<file path="config.mk">
export PLATFORM = sky130hd
export DESIGN_NAME = sm3_message_expansion_flat
export DESIGN_NICKNAME = d
export VERILOG_FILES = /design/src/rtl/sm3_message_expansion_if.sv /design/src/rtl/sm3_message_expansion.sv /design/src/flat_wrapper.sv
export SDC_FILE = /design/constraint.sdc
export NUM_CORES = 2
export LEC_CHECK = 0
export BUFFER_PORTS_ARGS = -buffer_cell sky130_fd_sc_hd__buf_2
export CORE_ASPECT_RATIO = 1.4
export CORE_UTILIZATION = 40
export DETAILED_ROUTE_END_ITERATION = 8
export PLACE_DENSITY_LB_ADDON = 0.05
export SYNTH_ARGS = -nofsm -noshare
export SYNTH_HDL_FRONTEND = slang
export SYNTH_SLANG_ARGS = --single-unit
</file>
<file path="constraint.sdc">
create_clock -name clk_in -period 16.45 [get_ports clk_in]
set_input_delay 1.645 -clock clk_in [delete_from_list [all_inputs] [get_ports clk_in]]
set_output_delay 1.645 -clock clk_in [all_outputs]
set_load 0.05 [all_outputs]
</file>
<file path="src/rtl/sm3_message_expansion_if.sv">
// Signal bundle between the SM3 block buffer, the message expansion unit and the compression function.
// The master side is the expansion unit; the slave side is its block source and round consumer.
interface sm3_message_expansion_if;
    logic         block_valid_in;
    logic         block_ready_out;
    logic [511:0] block_in;
    logic         first_block_in;
    logic         start_out;
    logic [5:0]   index_j_out;
    logic [31:0]  word_expanded_out;
    logic [31:0]  word_expanded_p_out;
    logic         is_1st_msg_block_out;
    logic         done_out;

    modport master (
        input  block_valid_in, block_in, first_block_in,
        output block_ready_out, start_out, index_j_out, word_expanded_out,
               word_expanded_p_out, is_1st_msg_block_out, done_out
    );

    modport slave (
        output block_valid_in, block_in, first_block_in,
        input  block_ready_out, start_out, index_j_out, word_expanded_out,
               word_expanded_p_out, is_1st_msg_block_out, done_out
    );
endinterface

</file>
<file path="src/rtl/sm3_message_expansion.sv">
// SM3 message expansion: takes one 512-bit block and streams W_j / W'_j for j = 0..63,
// one pair per cycle, behind a start pulse and a one-cycle compression load slot.
module sm3_message_expansion #(
    parameter int ROUNDS = 64
) (
    input logic                     clk_in,
    input logic                     reset_in,
    sm3_message_expansion_if.master bus
);
    localparam logic [5:0] LAST_J = 6'(ROUNDS - 1);

    typedef enum logic [1:0] {IDLE, START, HOLD, STREAM} state_t;

    state_t      state;
    state_t      state_next;
    logic [31:0] win [16];
    logic [5:0]  idx;
    logic        first_q;
    logic        done_q;
    logic        live;
    logic        ready;
    logic        accept;
    logic        advance;
    logic [31:0] new_word;

    function automatic logic [31:0] rotl(input logic [31:0] x, input int unsigned n);
        return (x << n) | (x >> (32 - n));
    endfunction

    function automatic logic [31:0] p1(input logic [31:0] x);
        return x ^ rotl(x, 15) ^ rotl(x, 23);
    endfunction

    // live holds ready low until the first edge after reset is released.
    assign ready    = live && (state == IDLE);
    assign accept   = ready && bus.block_valid_in;
    assign advance  = (state == STREAM) && (idx != LAST_J);
    assign new_word = p1(win[0] ^ win[7] ^ rotl(win[13], 15)) ^ rotl(win[3], 7) ^ win[10];

    always_ff @(posedge clk_in or posedge reset_in) begin
        if (reset_in) state <= IDLE;
        else          state <= state_next;
    end

    always_comb begin
        // NOTE: assigning the default first means no path leaves state_next unassigned, so no latch.
        state_next = state;
        unique case (state)
            IDLE:    if (accept) state_next = START;
            START:   state_next = HOLD;
            HOLD:    state_next = STREAM;
            STREAM:  if (idx == LAST_J) state_next = IDLE;
            default: state_next = IDLE;
        endcase
    end

    always_ff @(posedge clk_in or posedge reset_in) begin
        if (reset_in) begin
            // NOTE: the window is a register bank, not RAM, so it can and must clear on reset.
            win     <= '{default: '0};
            idx     <= '0;
            first_q <= 1'b0;
            done_q  <= 1'b0;
            live    <= 1'b0;
        end else begin
            live   <= 1'b1;
            done_q <= (state == STREAM) && (idx == LAST_J);
            if (accept) begin
                for (int k = 0; k < 16; k++) win[k] <= bus.block_in[511 - 32 * k -: 32];
                idx     <= '0;
                first_q <= bus.first_block_in;
            end else if (advance) begin
                // NOTE: non-blocking lets every win[k] take the pre-edge win[k+1] in one pass.
                for (int k = 0; k < 15; k++) win[k] <= win[k + 1];
                win[15] <= new_word;
                idx     <= idx + 6'd1;
            end
        end
    end

    assign bus.block_ready_out      = ready;
    assign bus.start_out            = (state == START);
    assign bus.index_j_out          = idx;
    assign bus.word_expanded_out    = win[0];
    assign bus.word_expanded_p_out  = win[0] ^ win[4];
    assign bus.is_1st_msg_block_out = first_q;
    assign bus.done_out             = done_q;
endmodule

</file>
<file path="src/flat_wrapper.sv">
// flat-port wrapper written by rule: the top's interface ports become plain ports
module sm3_message_expansion_flat 
#(
    parameter int ROUNDS = 64
)
  (clk_in, reset_in, bus_block_valid_in, bus_block_in, bus_first_block_in, bus_block_ready_out, bus_start_out, bus_index_j_out, bus_word_expanded_out, bus_word_expanded_p_out, bus_is_1st_msg_block_out, bus_done_out);
  sm3_message_expansion_if bus_i ();
  input logic clk_in;
  input logic reset_in;
  input wire logic [$bits(bus_i.block_valid_in)-1:0] bus_block_valid_in;
  input wire logic [$bits(bus_i.block_in)-1:0] bus_block_in;
  input wire logic [$bits(bus_i.first_block_in)-1:0] bus_first_block_in;
  output wire logic [$bits(bus_i.block_ready_out)-1:0] bus_block_ready_out;
  output wire logic [$bits(bus_i.start_out)-1:0] bus_start_out;
  output wire logic [$bits(bus_i.index_j_out)-1:0] bus_index_j_out;
  output wire logic [$bits(bus_i.word_expanded_out)-1:0] bus_word_expanded_out;
  output wire logic [$bits(bus_i.word_expanded_p_out)-1:0] bus_word_expanded_p_out;
  output wire logic [$bits(bus_i.is_1st_msg_block_out)-1:0] bus_is_1st_msg_block_out;
  output wire logic [$bits(bus_i.done_out)-1:0] bus_done_out;
  assign bus_i.block_valid_in = bus_block_valid_in;
  assign bus_i.block_in = bus_block_in;
  assign bus_i.first_block_in = bus_first_block_in;
  assign bus_block_ready_out = bus_i.block_ready_out;
  assign bus_start_out = bus_i.start_out;
  assign bus_index_j_out = bus_i.index_j_out;
  assign bus_word_expanded_out = bus_i.word_expanded_out;
  assign bus_word_expanded_p_out = bus_i.word_expanded_p_out;
  assign bus_is_1st_msg_block_out = bus_i.is_1st_msg_block_out;
  assign bus_done_out = bus_i.done_out;
  sm3_message_expansion #(.ROUNDS(ROUNDS)) u_core (.clk_in(clk_in), .reset_in(reset_in), .bus(bus_i));
endmodule
</file>
---- After elaboration in Yosys (flattened, before gate mapping) ----
Index checks and enable logic that the tools add are counted.
storage, ports and cells
  register bits after elaboration ......... 523
  input bits .............................. 516
  output and inout port bits .............. 74
operators by class
  $add $sub $neg .......................... 1
  eq/ne operators ......................... 7
  mux-type cells .......................... 7
  bitwise operators ....................... 11
  reductions and logical operators ........ 7
operator list
  cell                                                 count
  two-way mux 512 bit                                  2
  bitwise XOR 32 bit                                   7
  bitwise OR 32 x 15 -> 32 bit                         2
  bitwise OR 32 x 23 -> 32 bit                         1
  bitwise OR 32 x 7 -> 32 bit                          1
  two-way mux 6 bit                                    2
  case mux 2 bit (4 select lines)                      1
  adder 6 x 1 -> 6 bit, second input constant          1
  equality test 6 bit, second input constant           1
  != test 6 bit, second input constant                 1
  equality test 2 bit, second input constant           2
  logical AND 1 bit                                    4
  two-way mux 2 bit                                    2
  != test 2 x 1 -> 1 bit, second input constant        2
  equality test 2 x 1 -> 1 bit, second input constant  1
  logical NOT 2 bit                                    1
  AND reduction 2 bit                                  1
  nonzero test 2 bit                                   1

---- Logic depth before layout (Yosys ltp) ----
  depth in word-level cells ............... 9
  depth in mapped cells ................... 9

---- Least setup slack after synthesis ----
Ideal clock, no wire load.
  path type ............................... register to output
  from .................................... register u_core.win, in the netlist u_core.bus.word_expanded_out[28]
  to ...................................... output port bus_word_expanded_p_out[28]
  data arrival time ....................... 1.176 ns
  data required time ...................... 14.805 ns
  path slack .............................. 13.629 ns
  cell stages (with the launch flop) ...... 2
  buffers on the path ..................... 0
  cells stage by stage .................... dfrtp_1 xor2_1
on the way
  cells in the longest elaborated chain, start to end .. 1
ends and longest elaborated chain
  element             line                         text
  start: declaration  sm3_message_expansion.sv:16  logic [31:0] win [16];
  bitwise XOR 32 bit  sm3_message_expansion.sv:85  assign bus.word_expanded_p_out = win[0] ^ win[4];
  end: declaration    flat_wrapper.sv:17           output wire logic [$bits(bus_i.word_expanded_p_out)-1:0] bus_word_expanded_p_out;
No other way between the ends.

---- Worst setup path in the final report ----
  from .................................... register u_core.idx[0], in the netlist u_core.bus.index_j_out[0]
  to ...................................... register u_core.win[417] in the netlist's numbering
on the way
  cells in the longest elaborated chain, start to end .. 3
ends and longest elaborated chain
  element                       line                         text
  start: declaration            sm3_message_expansion.sv:17  logic [5:0] idx;
  start signal: assignment      sm3_message_expansion.sv:76  idx <= idx + 6'd1;
  != test 6 bit                 sm3_message_expansion.sv:37  assign advance = (state == STREAM) && (idx != LAST_J);
  logical AND 1 bit             sm3_message_expansion.sv:37
  nonzero test 2 bit (no line)  -
No other way between the ends.
A chain may end at the register's enable or synchronous reset.

==> qor.csv <==
stage;metric;value;unit
grt;grt_use_total;33.4;%
clock_network;cts.repair.resized;0;
worst_setup_path;arrival;6.05;ns
power;vdd.ir_drop.worst;0.000183;V
route;routed_wl;111000;um
sta;finalMaxSlewViolations;0;
placement;globalplace.congestion;0.895;
clock_network;clk_pin_slew;0.06;ns
synthesis;synth.area.top_cells;dfrtp_1 51%, nand2_1 14%, a31oi_1 12%, nor2_1 7.1%, xnor2_1 3.3%;
synthesis;yosysWarnings;0;
clock_network;post_cts_buffers;0;
grt;overflow;0;
worst_setup_path;reg2reg_setup_slack;10.93;ns
synthesis;synth_nets;3526;
synthesis;synth_simple_gate_area_share;22.1;%
power;powerDensity;279;nW/um^2
worst_setup_path;worst_setup_path_start_kind;register;
synthesis;syn_avg_cell_area;8.57;um^2
sta;max_slew_margin;1.23;%
route;ant_nets;0;
worst_hold_path;hp-class;reg -> reg;
route;via_per_inst;5.55;
clock_network;cts-root-buf;clkbuf_16;
synthesis;yosysTopAreaCellShare;50.8;%
sta;fin_setup_tns;0;ns
worst_hold_path;holdPathStages;2;
die;io-pin-count;590;
worst_setup_path;critical_path.cell_chain;ha_1, nand3_2, o21ai_4, buf_4, buf_4, buf_4, buf_4, nand2_1, a31oi_1;
synthesis;yosys.area.top_type;dfrtp_1;
finish;drive_above_1_share;20.8;%
flow_run;cap_violations;0;
grt;grt_max_degree;258;
route;drt_iter0_drc;2523;
grt;grt_pass1_vias;23200;
placement;dp_cells;4188;
grt;grt_pass1_wl;158000;um
clock_network;cts_hold_buffers;0;
die;dieArea;65400;um^2
clock_network;clock_latency;0.62;ns
finish;fin_cells;4298;
worst_setup_path;reg2reg_to;u_core.win[417];
route;wire_per_inst;25.9;um
worst_setup_path;required;16.99;ns
clock_network;cts_made_buffers;53;
worst_setup_path;crit-reg2reg-launch;u_core.bus.index_j_out[0];
worst_setup_path;slowest_stage;buf_4;
worst_hold_path;min_to;u_core.bus.is_1st_msg_block_out;
sta;setup_viol;0;
route;drcViolationCount;0;
run_status;status;finished clean;
worst_setup_path;critical_path_class;reg -> reg;
synthesis;synth.cells.most_frequent;967 x nand2_1, 523 x dfrtp_1, 484 x nor2_1;
synthesis;async_reset_ff_share;100;%
sta;hold_viol_final;0;
worst_setup_path;endpoint_kind;register;
synthesis;synthFlopType;dfrtp_1;
worst_setup_path;critPathTopFamily;buffers and inverters;
synthesis;synthesis.area;25800;um^2
sta;rsz0062_at_grt;no;
placement;dpl-instance-area;28700;um^2
synthesis;synth_compound_area_share;13.2;%
sta;max_freq;181;MHz
die;coreArea;63400;um^2
clock_network;cts_tree;done;
placement;dp_hpwl;82700;um
synthesis;ys_seq_area_share;50.8;%
die;die_w;216;um
worst_hold_path;holdCritStartpoint;u_core.bus.is_1st_msg_block_out;
synthesis;ys_ff_latch;523;
clock_network;cts_htree_levels;2;
sta;min_period;5.52;ns
synthesis;yosysMostFrequentCell;nand2_1;
route;firstDrtPassIters;8;
synthesis;synthAdderAreaFrac;0.243;%
die;start_util;40.6;%
synthesis;synth_xor_area_share;8.42;%
placement;portBuffers;589;
clock_network;cts_buffer_depth;3;
worst_setup_path;worst-path-max-fanout;99;
finish;syn_to_final_growth;18.4;%
worst_setup_path;reg2reg_depth;9;
synthesis;synth_cell_types;29;
worst_setup_path;critPathMostFrequentCell;buf_4;
worst_setup_path;crit_buf_inv;4;
synthesis;synthMuxAreaShare;0.0437;%
power;leakage;0.0147;uW
worst_setup_path;max_stage_delay;0.98;ns
sta;tightest_slew;1.48;ns
route;vias;23900;
die;die-height;302;um
finish;post-route-cell-area;30500;um^2
synthesis;syn_inst;3005;
sta;fin_crit_sh;33.5;%
synthesis;synth_top_family_by_area;simple AND/OR/NAND/NOR gates;
clock_network;clock-sinks;523;
finish;final_nets;3932;
synthesis;synth_edf_count;0;
sta;skew;0.0251;ns
die;rows;109;
grt;antenna_found_initial;33;
[where the power goes]
part	internal (uW)	switching [uW]	total (uW)
Combinational	1690	2740	4430
Sequential	1980	839	2810
Clock	720	536	1260
Total	4380	4110	8500
[cell usage in the layout, fill, tap and decap left out, types with 2 or more instances in the layout]
| master | n |
|---|---|
| clkbuf_1 | 10 |
| a21oi_1 | 4 |
| buf_2 | 589 |
| bufinv_16 | 2 |
| xnor2_1 | 97 |
| a221o_1 | 32 |
| xor2_1 | 66 |
| diode_2 | 17 |
| buf_12 | 3 |
| and2_1 | 2 |
| buf_4 | 20 |
| clkbuf_16 | 55 |
| and3_1 | 34 |
| dfrtp_1 | 523 |
| inv_1 | 4 |
| xnor3_1 | 15 |
| o2111ai_1 | 2 |
| clkbuf_8 | 18 |
| or3_1 | 2 |
| nor2_1 | 483 |
| nand2_1 | 966 |
| xnor3_2 | 17 |
| clkinv_2 | 6 |
| a31oi_1 | 480 |
| o21ai_0 | 2 |
| ha_1 | 5 |
[flip-flops by register name, summed over array words and instances (netlist names)]
register                         cells
u_core.bus.done_out                  1
u_core.bus.index_j_out               6
u_core.bus.is_1st_msg_block_out      1
u_core.bus.word_expanded_out        32
u_core.live                          1
u_core.state                         2
u_core.win                         480
[final cells by class]
type                    instances  area, um^2
diodes                         17        42.5
clock inverters                10         106
fillers                      6342       32900
multi-input cells            2216       11400
flip-flops and latches        523       13100
well taps                     832        1040
inverters                       5        26.3
clock buffers                  83        1660
repair buffers                612        3160
[tightest hold or removal path, delay by kind of cell, from the launching register on]
kind	cells	cell delay, ns
and+or+nand+nor	2	0.11
DFF	1	0.34
[worst max-delay path by stage]
stage / startpoint / to / slack (ns) / depth (start not counted)
floorplan: reset_in / u_core.bus.done_out / 0.19 / 1
CTS: u_core.bus.index_j_out[0] / u_core.win[454] / 11.08 / 9
detailed placement: bus_block_valid_in / u_core.win[211] / 11.03 / 6
global route: u_core.bus.index_j_out[0] / u_core.win[425] / 10.58 / 9
finish: u_core.bus.index_j_out[0] / u_core.win[417] / 10.93 / 9
global placement: bus_block_valid_in / u_core.win[219] / 11.08 / 7
[layer usage]
| metal | share of wire (%) | vias to the layer above | track usage (%) | routed length, um |
|---|---|---|---|---|
| met5 | 0.17 | - | 0 | 188 |
| li1 | - | 10800 | - | - |
| met1 | 39 | 11900 | 41.4 | 43100 |
| met3 | 6.6 | 203 | 6.04 | 7370 |
| met4 | 4.8 | 32 | 15.2 | 5320 |
| met2 | 50 | 968 | 56.7 | 55100 |
[metrics by stage]
step	total power [uW]	worst slack, ns	hold WS (ns)	util, %
global placement	7160	11.08	0.460	45.2
finish	8500	10.93	0.478	48.1
floorplan	5700	0.193	0.508	-
global route	8910	10.58	0.498	48.1
detailed placement	7210	11.03	0.467	45.2
CTS	8490	11.08	0.484	48.0
[logic make-up (layout without fill, tap and decap cells)]
| logic type | after synthesis | count (layout) |
|---|---|---|
| and+or+nand+nor | 1491 | 1491 |
| AOI/OAI and AO/OA | 523 | 523 |
| DFF | 523 | 523 |
| buffers and inverters | 266 | 710 |
| xor gates and xnor gates | 195 | 195 |
| adders and majority gates | 5 | 5 |
| other | 1 | 18 |
| muxes | 1 | 1 |
No activity file was read; power rests on OpenSTA's default activity.
